File: src/rtl/dat_mem_stack.sv
`default_nettype none
// ============================================================================
// Module      : dat_mem_stack
// Description : DEPTH x W single-write-port memory with combinational reads.
//               Its top STK_DEPTH words hold a downward-growing stack.
//               When the INIT_TABLE_EN macro is defined, a short init
//               sequencer runs after reset and loads a constant table into
//               addresses 60..74. When the macro is undefined, reset goes
//               straight to normal operation and busy is tied low.
// Revision    : 1.0 - initial release
// ============================================================================
module dat_mem_stack #(
  parameter int W         = 8,
  parameter int AW        = 8,
  parameter int STK_DEPTH = 16
) (
  input  logic          clk,
  input  logic          rst_n,
  input  logic [W-1:0]  dat_in,
  input  logic          wr_en,
  input  logic [AW-1:0] addr,
  input  logic          push,
  input  logic          pop,
  output logic [W-1:0]  dat_out,
  output logic [W-1:0]  top,
  output logic [AW-1:0] sp,
  output logic          empty,
  output logic          full,
  output logic          busy
);

  localparam int              DEPTH      = 2**AW;
  localparam logic [AW-1:0]   C_SP_EMPTY = AW'(DEPTH - 1);
  localparam logic [AW-1:0]   C_SP_FULL  = AW'(DEPTH - 1 - STK_DEPTH);

  logic [W-1:0]  r_core [DEPTH];
  logic [AW-1:0] r_sp;

  logic          w_we;
  logic          w_we_go;
  logic [AW-1:0] w_waddr;
  logic [W-1:0]  w_wdata;
  logic [AW-1:0] w_sp_nxt;

`ifdef INIT_TABLE_EN
  typedef enum logic [0:0] {
    S_INIT = 1'b0,
    S_RUN  = 1'b1
  } state_t;

  localparam logic [AW-1:0] C_TBL_BASE = AW'(60);
  localparam logic [3:0]    C_TBL_LAST = 4'd14;

  state_t     r_state;
  state_t     w_state_nxt;
  logic [3:0] r_idx;
  logic [3:0] w_idx_nxt;

  // Constant table image for addresses 60..74 (8-bit source, resized to W).
  function automatic logic [W-1:0] tbl_word(input logic [3:0] i);
    logic [7:0] v;
    case (i)
      4'd0:    v = 8'h10;
      4'd1:    v = 8'hE0;
      4'd2:    v = 8'hF0;
      4'd3:    v = 8'hCC;
      4'd4:    v = 8'hAA;
      4'd5:    v = 8'h1E;
      4'd6:    v = 8'h80;
      4'd7:    v = 8'h10;
      4'd8:    v = 8'h00;
      4'd9:    v = 8'h7F;
      4'd10:   v = 8'h08;
      4'd11:   v = 8'h40;
      4'd12:   v = 8'hF8;
      4'd13:   v = 8'h01;
      4'd14:   v = 8'h08;
      default: v = 8'h00;
    endcase
    return W'(v);
  endfunction

  // Sequencer state and table index register.
  always_ff @(posedge clk) begin
    if (!rst_n) begin
      r_state <= S_INIT;
      r_idx   <= 4'd0;
    end else begin
      r_state <= w_state_nxt;
      r_idx   <= w_idx_nxt;
    end
  end

  // Sequencer next state: step through the table once, then hand over.
  always_comb begin
    w_state_nxt = r_state;
    w_idx_nxt   = r_idx;
    if (r_state == S_INIT) begin
      w_idx_nxt = r_idx + 4'd1;
      if (r_idx == C_TBL_LAST) begin
        w_state_nxt = S_RUN;
        w_idx_nxt   = 4'd0;
      end
    end
  end

  assign busy = (r_state == S_INIT);
`else
  assign busy = 1'b0;
`endif

  assign empty = (r_sp == C_SP_EMPTY);
  assign full  = (r_sp == C_SP_FULL);

  // Write-port arbitration: init sequencer, then stack ops, then random write.
  always_comb begin
    w_we     = 1'b0;
    w_waddr  = addr;
    w_wdata  = dat_in;
    w_sp_nxt = r_sp;
`ifdef INIT_TABLE_EN
    if (r_state == S_INIT) begin
      w_we    = 1'b1;
      w_waddr = C_TBL_BASE + AW'(r_idx);
      w_wdata = tbl_word(r_idx);
    end else
`endif
    if (push && pop && !empty) begin
      // Replace the top word in place.
      w_we    = 1'b1;
      w_waddr = r_sp + AW'(1);
    end else if (push && !full) begin
      // Plain push, also taken by push+pop on an empty stack.
      w_we     = 1'b1;
      w_waddr  = r_sp;
      w_sp_nxt = r_sp - AW'(1);
    end else if (pop && !push && !empty) begin
      w_sp_nxt = r_sp + AW'(1);
    end else if (wr_en && !push && !pop) begin
      w_we = 1'b1;
    end
  end

  // Writes are held off while reset is asserted so memory outside the table keeps its contents.
  assign w_we_go = w_we & rst_n;

  // Stack pointer register.
  always_ff @(posedge clk) begin
    if (!rst_n) begin
      r_sp <= C_SP_EMPTY;
    end else begin
      r_sp <= w_sp_nxt;
    end
  end

  // Memory array write port; there is no reset.
  always_ff @(posedge clk) begin
    if (w_we_go) begin
      r_core[w_waddr] <= w_wdata;
    end
  end

  assign dat_out = r_core[addr];
  assign top     = empty ? '0 : r_core[r_sp + AW'(1)];
  assign sp      = r_sp;

endmodule
`default_nettype wire
File: config.mk
export PLATFORM = sky130hd
export DESIGN_NAME = dat_mem_stack
export DESIGN_NICKNAME = d
export VERILOG_FILES = /design/src/rtl/dat_mem_stack.sv
export SDC_FILE = /design/constraint.sdc
export NUM_CORES = 2
export LEC_CHECK = 0
export CAP_MARGIN = 20
export CORE_MARGIN = 8
export CORE_UTILIZATION = 49
export DETAILED_ROUTE_END_ITERATION = 16
export GPL_TIMING_DRIVEN = 1
export PLACE_DENSITY = 0.63
export SYNTH_ARGS = -nofsm -noshare
export SYNTH_HDL_FRONTEND = slang
export SYNTH_SLANG_ARGS = --single-unit
File: constraint.sdc
create_clock -name clk -period 4.65 [get_ports clk]
set_input_delay 0.465 -clock clk [delete_from_list [all_inputs] [get_ports clk]]
set_output_delay 0.465 -clock clk [all_outputs]
set_load 0.02 [all_outputs]
==> out/qor.yml <==
status: "complete, but fails checks"
drt_iter0_markers: 8958
antenna_found_initial: 12
clk_pin_slew_ns: 0.06
final_common_cell: "edfxtp_1"
p_leak_nw: 37.8
synthesis.nets: 5335
worstPathArrival_ns: 4.25
nets: 5967
syn_area_per_cell_um2: 18.4
yosysTopAreaCell: "edfxtp_1"
synth_seq_cells: 2056
worstSkewPairLatency_ns: 0.88
syn_inst: 5311
grt_pass1_vias: 59400
final_layout_size_suffix_gt1_share_pct: 39.2
num_vias: 60100
grt_pass1_wl_mm: 446
grt_use_total_pct: 29.0
violations: "setup timing"
rsz0062_at_grt: "yes"
worstPathMaxFanout: 28
placed_cell_area_mm2: 0.105
timing.rr.start: "sp[0]"
wl_per_cell_um: 36.1
die_h_um: 462
fmax_mhz: 212
ys_seq_area_share_pct: 63.2
ant_nets: 0
synthTopCellsByArea: "edfxtp_1 63%, mux4_2 23%, mux2i_1 3.1%, nor2_1 1.6%, nand2_1 1.3%"
core_area_mm2: 0.198
crit_type: "in -> out"
fin_ws_ns: -0.0692
synth_async_sr_flop_share_pct: 0
syn2layout_area_growth_pct: 18.8
min-delay-start: "dat_in[6]"
synth_top_area_share_pct: 63.0
io_pins: 48
place_ws_ns: -0.324
io_buffers: 46
totalWireLength_mm: 317
finalSetupViolCount: 7
cts_buffers: 215
vias_per_cell: 6.86
period_share_pct: 101
htreeDepth: 4
stdcell_area_mm2: 0.116
fin_tns_setup_ns: -0.237
firstDrtPassIters: 6
worst_pin_slew_ns: 0.985
synth_edf_count: 2048
dp_hpwl_mm: 206
crit_path_end_kind: "output port"
ir_drop_mv: 0.930
max-cap-violations: 0
syn_area_mm2: 0.0976
mostFrequentLayoutCells: "2048 x edfxtp_1, 997 x mux4_2, 651 x buf_4"
clock_sinks: 2056
synth_ff_type: "edfxtp_1"
nFillCells: 14400
die_area_mm2: 0.214
start_util_pct: 49.4
hold_path_class: "in -> reg"
cts_tree: "built"
critPathLaunch: "addr[1]"
gr-total-overflow: 0
fin_skew_ns: 0.0494
crit_required_ns: 4.18
powerDensity_mw_per_mm2: 692
die_w_um: 462
start_kind: "input port"
place_congestion: 0.946
ys_warn_count: 0
yosysUniqueCellTypes: 62
drc: 0
num_rows: 163
maxSlewHeadroom_pct: 34.3
grt_max_degree: 125
final_hold_viol_count: 0
post-route-min-period_ns: 4.72
ctsHoldBuffers: 0
drv_slew: 0
cts_buffer_depth: 3
cts_root_buf: "clkbuf_16"
[logic make-up after synthesis]
family                   share of synthesized area (%)
AO/OA/AOI/OAI                                     3.10
other                                          0.00384
adder cells (fa/ha/maj)                         0.0385
multiplexers                                      26.6
AND/OR/NAND/NOR                                   4.51
flip-flops                                        63.2
buffers and inverters                             2.39
XOR/XNOR                                         0.144
[layout make-up]
cell class / instances / area (um^2) / area share (%)
Inverter: 7 / 32.5 / 0.0281
Timing Repair Buffer: 851 / 8730 / 7.53
Multi-Input combinational cell: 2812 / 35100 / 30.3
Sequential cell: 2056 / 61700 / 53.2
Clock inverter: 134 / 1400 / 1.20
Clock buffer: 260 / 5610 / 4.84
Antenna cell: 2 / 5.00 / 0.00432
Tap cell: 2640 / 3300 / 2.85
[path summary, 6_finish.rpt]
kind | endpoint | slack [ns] | depth (start not counted)
worst max register to register | r_core[35][5] | 0.21 | 13
worst min-delay path | r_core[149][6] | 0.20 | 1
worst max-delay path | dat_out[7] | -0.07 | 12
worst min register to register | sp[7] | 0.68 | 2
[where the power goes]
part	total, mW	switching (mW)	internal (mW)
sequential	20.8	0.177	20.6
clock	17.3	7.43	9.87
combinational	42.0	24.2	17.8
total	80.1	31.8	48.3
[worst max-delay path, cell delays in order]
cell and delay, ns:
buf_8 0.33, buf_12 0.25, buf_4 0.29, mux4_2 0.23, mux2_2 0.19, o22ai_1 0.17, nor2_1 0.44, nor3_1 0.10
buf_4 0.17, nor4_1 0.65, buf_4 0.26, clkdlybuf4s50_1 0.61
[timing repair]
action | in CTS | in global routing
buffers inserted | 57 | 56
gates resized for setup | 248 | 127
hold endpoints to repair | 0 | 0
pin swaps | 38 | 41
gates cloned | 24 | 9
setup endpoints to repair | 22 | 9
[sequential cells by signal (all words and copies together), names as in the netlist]
signal and cells:
r_core 2048, sp 8
[cell usage after synthesis, types with 13 or more instances]
master,number
a22o_1,34
a21oi_1,34
buf_2,161
mux2i_1,298
nand3_1,177
nand2_1,332
xnor2_1,13
buf_6,25
mux2_2,47
a211oi_1,52
clkbuf_1,140
buf_4,74
a2111oi_0,30
mux4_2,997
a31oi_1,29
nor2_1,416
o31ai_1,13
o211ai_1,25
o22ai_1,46
o2111ai_1,13
edfxtp_1,2048
buf_1,37
nor3_1,35
a221oi_1,27
o21ai_0,46
nand4_1,13
nor2b_1,29
[per-stage QoR]
stage,utilization (%),cells,power (mW),hold slack [ns]
after floorplan,-,5311,37.8,0.564
after global placement,53.2,8223,54.5,0.638
after detailed placement,53.2,8224,54.5,0.661
after CTS,58.0,8697,77.4,0.136
after global routing,58.6,8762,82.1,0.188
final,58.6,8762,80.1,0.200
[layer usage]
metal | share of wire (%) | wire [um] | global-route usage, %
met5 | 0.0076 | 24 | 0
met4 | 4.6 | 14500 | 11.3
met3 | 11 | 35900 | 7.63
met2 | 46 | 147000 | 44.6
met1 | 38 | 119000 | 40.0
Note: power is estimated with default switching activity, not from simulation.
